[config.mk]
export PLATFORM = sky130hd
export DESIGN_NAME = alu_op_issuer
export DESIGN_NICKNAME = d
export VERILOG_FILES = /design/src/rtl/alu_op_issuer.sv
export SDC_FILE = /design/constraint.sdc
export NUM_CORES = 1
export LEC_CHECK = 0
export CAP_MARGIN = 20
export CORE_MARGIN = 10
export CORE_UTILIZATION = 41
export CTS_BUF_LIST = sky130_fd_sc_hd__clkbuf_4 sky130_fd_sc_hd__clkbuf_8
export DETAILED_ROUTE_END_ITERATION = 7
export MAX_ROUTING_LAYER = met4
export PLACE_DENSITY = 0.82
export SETUP_SLACK_MARGIN = 0.2
export SLEW_MARGIN = 20
export SYNTH_ARGS = -nofsm -noshare
export SYNTH_HDL_FRONTEND = slang
export SYNTH_SLANG_ARGS = --single-unit
[constraint.sdc]
create_clock -name i_clk -period 8.2 [get_ports i_clk]
set_input_delay 2.05 -clock i_clk [delete_from_list [all_inputs] [get_ports i_clk]]
set_output_delay 2.05 -clock i_clk [all_outputs]
set_load 0.03 [all_outputs]
[src/rtl/alu_op_issuer.sv]
// alu_op_issuer
//   Sequential front end for a combinational N-bit ALU (ctrl 00 ADD, 01 SUB,
//   10 AND, 11 OR). It accepts one opcode/operand request at a time, drives
//   the ALU from registers, samples the result and carry-out, derives the
//   N/Z/C/V flags and returns them over a response handshake.
//
// Ports
//   i_clk, i_rst            clock, asynchronous active-high reset
//   i_req_valid/o_req_ready request handshake (ready only in IDLE)
//   i_req_op                000 ADD 001 SUB 010 AND 011 OR 100 CMP 101 NEG
//                           110 MOV 111 illegal
//   i_req_a, i_req_b        request operands
//   o_alu_a, o_alu_b        registered ALU operands
//   o_alu_ctrl              registered ALU control
//   i_alu_result            ALU result
//   i_alu_carry_out         ALU carry-out (1 = no borrow for subtraction)
//   o_rsp_valid/i_rsp_ready response handshake
//   o_rsp_result            response result
//   o_rsp_flags             {N, Z, C, V}
//   o_rsp_error             illegal opcode indication
module alu_op_issuer #(
  parameter int unsigned N = 64
) (
  input  logic         i_clk,
  input  logic         i_rst,
  input  logic         i_req_valid,
  output logic         o_req_ready,
  input  logic [2:0]   i_req_op,
  input  logic [N-1:0] i_req_a,
  input  logic [N-1:0] i_req_b,
  output logic [N-1:0] o_alu_a,
  output logic [N-1:0] o_alu_b,
  output logic [1:0]   o_alu_ctrl,
  input  logic [N-1:0] i_alu_result,
  input  logic         i_alu_carry_out,
  output logic         o_rsp_valid,
  input  logic         i_rsp_ready,
  output logic [N-1:0] o_rsp_result,
  output logic [3:0]   o_rsp_flags,
  output logic         o_rsp_error
);

  typedef enum logic [1:0] {S_IDLE, S_EXEC, S_RESP} state_t;

  typedef enum logic [2:0] {
    OP_ADD = 3'b000, OP_SUB = 3'b001, OP_AND = 3'b010, OP_OR  = 3'b011,
    OP_CMP = 3'b100, OP_NEG = 3'b101, OP_MOV = 3'b110, OP_ILL = 3'b111
  } op_t;

  state_t       r_state;
  state_t       w_next_state;
  op_t          r_op;
  logic [N-1:0] r_alu_a;
  logic [N-1:0] r_alu_b;
  logic [1:0]   r_alu_ctrl;
  logic [N-1:0] r_rsp_result;
  logic [3:0]   r_rsp_flags;
  logic         r_rsp_error;

  logic         w_accept;
  logic         w_illegal;
  logic [N-1:0] w_dec_a;
  logic [N-1:0] w_dec_b;
  logic [1:0]   w_dec_ctrl;
  logic         w_arith;
  logic [N-1:0] w_be;
  logic [N-1:0] w_res;
  logic [3:0]   w_flags;

  assign w_accept  = (r_state == S_IDLE) && i_req_valid;
  assign w_illegal = (i_req_op == OP_ILL);

  // State register
  always_ff @(posedge i_clk or posedge i_rst) begin
    if (i_rst) r_state <= S_IDLE;
    else       r_state <= w_next_state;
  end

  // Next-state logic; an illegal opcode skips EXEC
  always_comb begin
    w_next_state = r_state;
    case (r_state)
      S_IDLE: if (i_req_valid) w_next_state = w_illegal ? S_RESP : S_EXEC;
      S_EXEC: w_next_state = S_RESP;
      S_RESP: if (i_rsp_ready) w_next_state = S_IDLE;
      default: w_next_state = S_IDLE;
    endcase
  end

  // Handshake outputs decoded from state only
  always_comb begin
    o_req_ready = (r_state == S_IDLE);
    o_rsp_valid = (r_state == S_RESP);
  end

  // Request decode into ALU operands/control
  always_comb begin
    w_dec_a    = i_req_a;
    w_dec_b    = i_req_b;
    w_dec_ctrl = 2'b00;
    case (i_req_op)
      OP_ADD: w_dec_ctrl = 2'b00;
      OP_SUB: w_dec_ctrl = 2'b01;
      OP_AND: w_dec_ctrl = 2'b10;
      OP_OR:  w_dec_ctrl = 2'b11;
      OP_CMP: w_dec_ctrl = 2'b01;
      OP_NEG: begin w_dec_a = '0; w_dec_ctrl = 2'b01; end
      OP_MOV: begin w_dec_a = '0; w_dec_ctrl = 2'b11; end
      default: w_dec_ctrl = 2'b00;
    endcase
  end

  // Flag derivation from the sampled ALU result; effective B is inverted
  // for the subtraction-class ops so V uses the true addend sign.
  always_comb begin
    w_arith = (r_op == OP_ADD) || (r_op == OP_SUB) ||
              (r_op == OP_CMP) || (r_op == OP_NEG);
    w_be    = (r_op == OP_ADD) ? r_alu_b : ~r_alu_b;
    w_flags[3] = i_alu_result[N-1];
    w_flags[2] = (i_alu_result == '0);
    w_flags[1] = w_arith && i_alu_carry_out;
    w_flags[0] = w_arith && (r_alu_a[N-1] == w_be[N-1]) &&
                 (i_alu_result[N-1] != r_alu_a[N-1]);
    w_res   = (r_op == OP_CMP) ? '0 : i_alu_result;
  end

  // Datapath registers
  always_ff @(posedge i_clk or posedge i_rst) begin
    if (i_rst) begin
      r_op         <= OP_ADD;
      r_alu_a      <= '0;
      r_alu_b      <= '0;
      r_alu_ctrl   <= 2'b00;
      r_rsp_result <= '0;
      r_rsp_flags  <= '0;
      r_rsp_error  <= 1'b0;
    end else if (w_accept) begin
      if (w_illegal) begin
        r_rsp_result <= '0;
        r_rsp_flags  <= '0;
        r_rsp_error  <= 1'b1;
      end else begin
        r_op       <= op_t'(i_req_op);
        r_alu_a    <= w_dec_a;
        r_alu_b    <= w_dec_b;
        r_alu_ctrl <= w_dec_ctrl;
      end
    end else if (r_state == S_EXEC) begin
      r_rsp_result <= w_res;
      r_rsp_flags  <= w_flags;
      r_rsp_error  <= 1'b0;
    end
  end

  assign o_alu_a      = r_alu_a;
  assign o_alu_b      = r_alu_b;
  assign o_alu_ctrl   = r_alu_ctrl;
  assign o_rsp_result = r_rsp_result;
  assign o_rsp_flags  = r_rsp_flags;
  assign o_rsp_error  = r_rsp_error;

endmodule

# [Yosys cells after proc, flatten, opt, wreduce, memory -nomap -nowiden]
# Index checks and enable logic that the tools add are counted.
[totals] wordCells=61 reg_bits=204 inputBits=200
[classes] muxes=17 bitwise=2 eq_ne=17 reduce_logical=17
[op_table] operator="$mux W64" n=6
[op_table] operator="$logic_not A64 Y1" n=1
[op_table] operator="$not A64 Y64" n=1
[op_table] operator="$eq A3 B3 Y1 const B" n=6
[op_table] operator="$mux W4" n=3
[op_table] operator="$pmux W2 S3" n=2
[op_table] operator="$eq A3 B1 Y1 const B" n=2
[op_table] operator="$eq A3 B2 Y1 const B" n=2
[op_table] operator="$mux W2" n=3
[op_table] operator="$reduce_and A2 Y1" n=3
[op_table] operator="$logic_and A1 B1 Y1" n=4
[op_table] operator="$ne A2 B1 Y1 const B" n=2
[op_table] operator="$reduce_or A2 Y1" n=2
[op_table] operator="$logic_not A3 Y1" n=1
[op_table] operator="$logic_or A1 B1 Y1" n=3
[op_table] operator="$mux W1" n=3
[op_table] operator="$reduce_or A3 Y1" n=1
[op_table] operator="$eq A2 B1 Y1 const B" n=1
[op_table] operator="$eq A2 B2 Y1 const B" n=1
[op_table] operator="$logic_not A2 Y1" n=1
[op_table] operator="$ne A2 B2 Y1 const B" n=1
[op_table] operator="$reduce_bool A2 Y1" n=1
[op_table] operator="$eq A1 B1 Y1" n=1
[op_table] operator="$ne A1 B1 Y1" n=1
[op_table] operator="$not A1 Y1" n=1

# [Depth between registers and ports, before layout]
# Gate-level depths: netlist of run 1.
[logic_depth] word_depth=8 mapped_depth=7 depth_no_buf=5

# [Worst setup path before layout of run 1]
# OpenSTA, ideal clock, no wires.
[synth_timing] path_kind="input to register" from="input i_alu_result[46]" to="register r_rsp_flags[2], in the netlist o_rsp_flags[2]" setup_ns=0.076 slack_ns=5.095 stages=4 n_path_buf=0 t_arrival_ns=3.028 path_cell_list="nor4_1 nand4_1 or4_1 o21ai_1"
[synth_via] elab_chain_len=3
[synth_lines] element="start: declaration" line="34" source="input logic [N-1:0] i_alu_result,"
[synth_lines] element="$logic_not A64 Y1" line="120" source="w_flags[2] = (i_alu_result == '0);"
[synth_lines] element="$mux W4" line="148" source="end else if (r_state == S_EXEC) begin"
[synth_lines] element="$mux W4" line="137" source="end else if (w_accept) begin"
[synth_lines] element="end signal: assignment" line="150" source="r_rsp_flags <= w_flags;"
[synth_lines] element="end: declaration" line="57" source="logic [3:0] r_rsp_flags;"
# No other way between the ends. The select of a mux whose other input is x is not followed.
# A chain may end at the register's enable or synchronous reset.

# [Worst setup path after layout of run 1]
[layout_timing] from="register r_state[0]" to="output o_req_ready"
[layout_via] elab_chain_len=1
[layout_lines] element="start: declaration" line="50" source="state_t r_state;"
[layout_lines] element="start signal: assignment" line="76" source="else r_state <= w_next_state;"
[layout_lines] element="$logic_not A2 Y1" line="92" source="o_req_ready = (r_state == S_IDLE);"
[layout_lines] element="end: declaration" line="27" source="output logic o_req_ready,"
# No other way between the ends.

==> impl_metrics.py, run 1 <==
metrics = {
    "floorplan": {
        "top_level_ports": 401,
        "die_h_um": 156,
        "core-area_um2": 18100,
        "dieArea_um2": 24300,
        "initial_core_util_pct": 41.8,
        "rows": 49,
        "die_w_um": 156,
    },
    "clock_network": {
        "cts_root_buf": "clkbuf_8",
        "cts_inserted_buffers": 38,
        "cts_hold_buf": 0,
        "clock_path_buffers": 3,
        "cts_resized": 0,
        "clk_latency_ps": 510,
        "tritoncts": "done",
        "clk_pin_slew_ps": 60,
        "cts_max_level": 2,
        "postCtsSetupBuffers": 0,
        "cts.sinks": 204,
    },
    "final_layout": {
        "antennaDiodeCount": 0,
        "final_cell_area_um2": 12500,
        "syn2layout_area_growth_pct": 64.9,
        "fillers": 1344,
        "stdcell_count": 1284,
        "most-common-layout-cells": "400 x clkdlybuf4s50_1, 205 x nand2_1, 204 x dfrtp_1",
        "final_util_pct": 69.0,
        "final_nets": 1232,
        "drive_above_1_share_pct": 6.92,
        "final_common_cell": "clkdlybuf4s50_1",
    },
    "logic_synthesis": {
        "synth_ff_type": "dfrtp_1",
        "seq_area_frac_synth_pct": 67.5,
        "synth_nets": 830,
        "async_reset_ff_share_pct": 100,
        "synth_top_area_share_pct": 67.5,
        "yosysTopAreaCell": "dfrtp_1",
        "ys_types": 31,
        "ys_seq_elements": 204,
        "netlist_area_um2": 7570,
        "syn_avg_cell_area_um2": 12.0,
        "netlist_top_cells_area": "dfrtp_1 67%, a22o_1 15%, nand2_1 10%",
        "postSynthCellCount": 630,
        "yosysWarnings": 0,
        "synth_edf_count": 0,
    },
    "worst_setup_path": {
        "end_kind": "output port",
        "cp_cell_sequence": "nor2_1, clkdlybuf4s50_1",
        "slowest_delay_ps": 800,
        "arrival_ps": 2090,
        "startpoint": "r_state[0]",
        "reg2regPathDepth": 4,
        "critPathRequiredTime_ps": 6150,
        "crit_fanout": 7,
        "slowest_stage": "clkdlybuf4s50_1",
        "rr_startpoint": "r_state[0]",
        "worstSetupPathType": "flop to output port",
        "ff2ff_setup_slack_ps": 5600,
        "start_kind": "flop",
        "reg2reg_to": "o_alu_ctrl[0]",
        "endpoint": "o_req_ready",
    },
    "timing": {
        "relSlewSlack_pct": 36.9,
        "timing.final.max_slew_violations": 0,
        "timing.final.crit_share_pct": 50.5,
        "whs_ps": 472,
        "setup_tns_ps": 0,
        "finalCriticalPeriod_ps": 4140,
        "rsz0062_at_grt": "false",
        "final_hold_viol_count": 0,
        "setup_viol": 0,
        "worst_pin_slew_ps": 947,
        "skew_ps": 10.7,
        "max_clock_freq_mhz": 241,
    },
    "grt": {
        "grt_max_degree": 140,
        "grt_overflow": 0,
        "grt_pass1_wl_um": 42600,
        "grt_usage_pct": 23.3,
        "antenna_found_initial": 0,
        "grt_pass1_vias": 7240,
    },
    "routing": {
        "drtAntennaViolNets": 0,
        "viasPerCell": 5.17,
        "firstDrtPassIters": 4,
        "wl_per_cell_um": 22.3,
        "finalWirelength_um": 28600,
        "via_count": 6639,
        "initialDrtViolationCount": 341,
        "drc": 0,
    },
    "job": {
        "cap_violations": 0,
    },
    "outcome": {
        "status": "finished clean",
    },
    "power_and_ir_drop": {
        "peakVddDrop_mv": 0.279,
        "powerDensity_nw_per_um2": 437,
        "p_leak_uw": 0.00567,
    },
    "placed_design": {
        "placed_cells": 1221,
        "hpwl_um": 21100,
        "gp_congestion": 0.805,
        "dpl-instance-area_um2": 11700,
        "io_buffers": 400,
    },
    "min_path": {
        "min_path_type": "flop to flop",
    },
}
==> worst min path at each step <==
stage               depth (start not counted)   startpoint  slack (ps)          end
floorplan                                   2      r_op[0]         470      r_op[0]
global placement                            2  o_alu_b[38]         460  o_alu_b[38]
detailed placement                          2  o_alu_b[49]         460  o_alu_b[49]
CTS                                         2  o_alu_b[11]         470  o_alu_b[11]
global route                                2   o_alu_b[1]         490   o_alu_b[1]
finish                                      2  o_alu_b[28]         470  o_alu_b[28]
==> worst max-delay path, delay by kind of cell, from the launching register on <==
family,cells,cell delay [ps]
buffers and inverters,1,800
DFF,1,460
and+or+nand+nor,1,320
==> state kept, by name, summed over array words and instances (netlist names) <==
signal / cells
o_alu_a: 64
o_alu_b: 64
o_alu_ctrl: 2
o_rsp_error: 1
o_rsp_flags: 4
o_rsp_result: 64
r_op: 3
r_state: 2
==> area by class of cell <==
class	instances	area (µm²)	area share (%)
Timing Repair Buffer	404	4030	32.3
Tap cell	229	287	2.30
Inverter	4	25.0	0.201
Clock buffer	58	742	5.95
Multi-Input combinational cell	380	2230	17.9
Sequential cell	204	5100	40.9
Clock inverter	5	52.6	0.421
==> synthesized netlist by cell type (2+ instances only) <==
library cell / n
nand2_1: 205
dfrtp_1: 204
a22o_1: 128
buf_2: 26
nor4_1: 16
clkbuf_1: 10
buf_6: 6
nand4_1: 4
inv_1: 3
nor2_1: 3
nand3_1: 2
nor2b_1: 2
o21ai_0: 2
o31ai_1: 2
==> logic make-up (layout without fill, tap and decap cells) <==
group           Yosys count  after routing  share of synthesized area, %
compound gates          140            140                          16.0
xor+xnor                  1              1                         0.116
buf+inv                  46            471                          3.31
flops                   204            204                          67.5
mux                       1              1                         0.132
simple gates            238            238                          13.0
==> report_power, final <==
part / internal, µW / switching [µW] / total, µW / leakage [µW]
combinational: 1130 / 1590 / 2720 / 0.00267
sequential: 1450 / 264 / 1720 / 0.00258
clock: 604 / 409 / 1010 / 0.000420
==> layer usage <==
| metal | vias to the layer above | GRT usage [%] | part of all wire [%] |
|---|---|---|---|
| met5 | - | - | 0 |
| met4 | 0 | 8.90 | 3.5 |
| met3 | 58 | 10.4 | 12 |
| met2 | 341 | 38.9 | 49 |
| met1 | 3220 | 23.6 | 35 |
| li1 | 3020 | - | - |
==> through the flow <==
stage | total power (µW) | worst slack (ps)
2_1_floorplan | 3210 | 583
3_3_place_gp | 4410 | 3250
3_5_place_dp | 4460 | 3570
4_1_cts | 5510 | 4020
5_1_grt | 5720 | 3900
6_report | 5450 | 4060
Power figures use the tool's default switching activity.
==> run 2: changes to the inputs <==
--- a/config.mk
+++ b/config.mk
@@ -7,11 +7,11 @@
 export LEC_CHECK = 0
 export CAP_MARGIN = 20
 export CORE_MARGIN = 10
-export CORE_UTILIZATION = 41
+export CORE_UTILIZATION = 37
 export CTS_BUF_LIST = sky130_fd_sc_hd__clkbuf_4 sky130_fd_sc_hd__clkbuf_8
 export DETAILED_ROUTE_END_ITERATION = 7
 export MAX_ROUTING_LAYER = met4
-export PLACE_DENSITY = 0.82
+export PLACE_DENSITY = 0.78
 export SETUP_SLACK_MARGIN = 0.2
 export SLEW_MARGIN = 20
 export SYNTH_ARGS = -nofsm -noshare
==> constraint.sdc (replaced) <==
create_clock -name i_clk -period 3.73 [get_ports i_clk]
set_input_delay 0.9325 -clock i_clk [delete_from_list [all_inputs] [get_ports i_clk]]
set_output_delay 0.9325 -clock i_clk [all_outputs]
set_load 0.03 [all_outputs]
==> run 2 against run 1 <==
Clock-buffer cell count decreased by 10. Global-route usage decreased by 2.3 points. Final cell count increased by 3.3%. Highest routed layer unchanged. Wire length decreased by 2.2%. Register-to-register slack got worse by 4000 ps.
==> impl_metrics.py, run 2 (synthesis results as in run 1) <==
metrics = {
    "outcome": {
        "status": "finished clean",
    },
    "grt": {
        "grt_overflow": 0,
        "antenna_found_initial": 0,
        "grt_pass1_wl_um": 42300,
        "grt_max_degree": 132,
        "grt_pass1_vias": 7126,
        "grt_usage_pct": 21.0,
    },
    "routing": {
        "drtAntennaViolNets": 0,
        "drc": 0,
        "initialDrtViolationCount": 396,
        "wl_per_cell_um": 21.1,
        "firstDrtPassIters": 4,
        "viasPerCell": 4.98,
        "finalWirelength_um": 28000,
        "via_count": 6602,
    },
    "worst_setup_path": {
        "arrival_ps": 2000,
        "critPathRequiredTime_ps": 2800,
        "worstSetupPathType": "flop to output port",
        "end_kind": "output port",
        "ff2ff_setup_slack_ps": 1560,
        "start_kind": "flop",
        "rr_startpoint": "r_state[1]",
        "cp_top_family": "buffers and inverters",
        "cp_cell_sequence": "nor2_1, clkdlybuf4s50_1",
        "crit_fanout": 7,
        "critPathBufInv": 1,
        "slowest_stage": "clkdlybuf4s50_1",
        "slowest_delay_ps": 800,
        "startpoint": "r_state[0]",
    },
    "floorplan": {
        "die_w_um": 163,
        "rows": 52,
        "top_level_ports": 401,
        "die_h_um": 163,
        "initial_core_util_pct": 37.5,
        "core-area_um2": 20200,
        "dieArea_um2": 26600,
    },
    "power_and_ir_drop": {
        "peakVddDrop_mv": 0.515,
        "p_leak_uw": 0.00566,
        "powerDensity_nw_per_um2": 940,
    },
    "timing": {
        "setup_viol": 0,
        "skew_ps": 8.92,
        "rsz0062_at_grt": "false",
        "max_clock_freq_mhz": 341,
        "timing.final.max_slew_violations": 0,
        "timing.final.crit_share_pct": 78.7,
        "relSlewSlack_pct": 35.7,
        "setup_tns_ps": 0,
        "whs_ps": 472,
        "worst_pin_slew_ps": 962,
        "fin_ws_ps": 794,
        "final_hold_viol_count": 0,
        "finalCriticalPeriod_ps": 2940,
    },
    "clock_network": {
        "cts_inserted_buffers": 34,
        "clock_path_buffers": 3,
        "clk_latency_ps": 490,
        "cts_root_buf": "clkbuf_8",
        "cts.sinks": 204,
        "cts_max_level": 2,
        "cts_hold_buf": 0,
        "cts_resized": 0,
        "tritoncts": "done",
        "postCtsSetupBuffers": 0,
        "clk_pin_slew_ps": 60,
    },
    "placed_design": {
        "placed_cells": 1267,
        "io_buffers": 400,
        "hpwl_um": 21200,
        "gp_congestion": 0.831,
        "dp_slack_ps": 594,
    },
    "final_layout": {
        "antennaDiodeCount": 0,
        "stdcell_count": 1326,
        "syn2layout_area_growth_pct": 65.5,
        "most-common-layout-cells": "400 x clkdlybuf4s50_1, 205 x nand2_1, 204 x dfrtp_1",
        "drive_above_1_share_pct": 7.01,
        "final_nets": 1233,
        "final_common_cell": "clkdlybuf4s50_1",
    },
    "job": {
        "cap_violations": 0,
    },
    "min_path": {
        "hp-start": "o_alu_b[56]",
        "min_path_type": "flop to flop",
    },
}
==> run 2: worst paths after layout <==
path,end,depth (start not counted)
worst max-delay path,o_req_ready,2
worst min-delay path,o_alu_b[56],2
worst max register to register,o_rsp_result[12],4
worst min register to register,o_alu_b[56],2
max in group asynchronous,o_alu_b[50],4
min in group asynchronous,o_alu_b[63],2
==> run 2: worst min-delay path, delay by kind of cell (launching register included) <==
family	cells	cell delay, ps
flops	1	340
simple gates	2	100
==> run 2: through the flow <==
| step | instance area (µm²) | util (%) | total power (µW) |
|---|---|---|---|
| 2_1_floorplan | 7570 | - | 7050 |
| 3_3_place_gp | 11800 | 58.6 | 9740 |
| 6_report | 12500 | 62.1 | 11800 |
| 4_1_cts | 12500 | 62.1 | 11900 |
| 3_5_place_dp | 11800 | 58.6 | 9820 |
| 5_1_grt | 12500 | 62.1 | 12400 |
==> run 2: layout make-up <==
cell class	instances	area (µm²)
inverters	4	20.0
repair buffers	409	4130
flip-flops and latches	204	5100
fillers	1608	7650
multi-input cells	380	2230
well taps	270	338
clock inverters	11	82.6
clock buffers	48	611
==> run 2: routing by layer <==
metal	global-route usage (%)	part of all wire, %	vias up
met2	33.2	48	332
met3	8.08	10	53
met4	6.76	2.8	0
li1	-	-	3015
met1	24.3	39	3202
met5	-	0	-
==> run 2: report_power, final <==
part	switching, µW	total (µW)	internal (µW)	leakage, µW
clock network	887	2020	1130	0.000374
registers	594	3790	3200	0.00258
logic	3440	5960	2520	0.00271
total	4930	11800	6840	0.00566
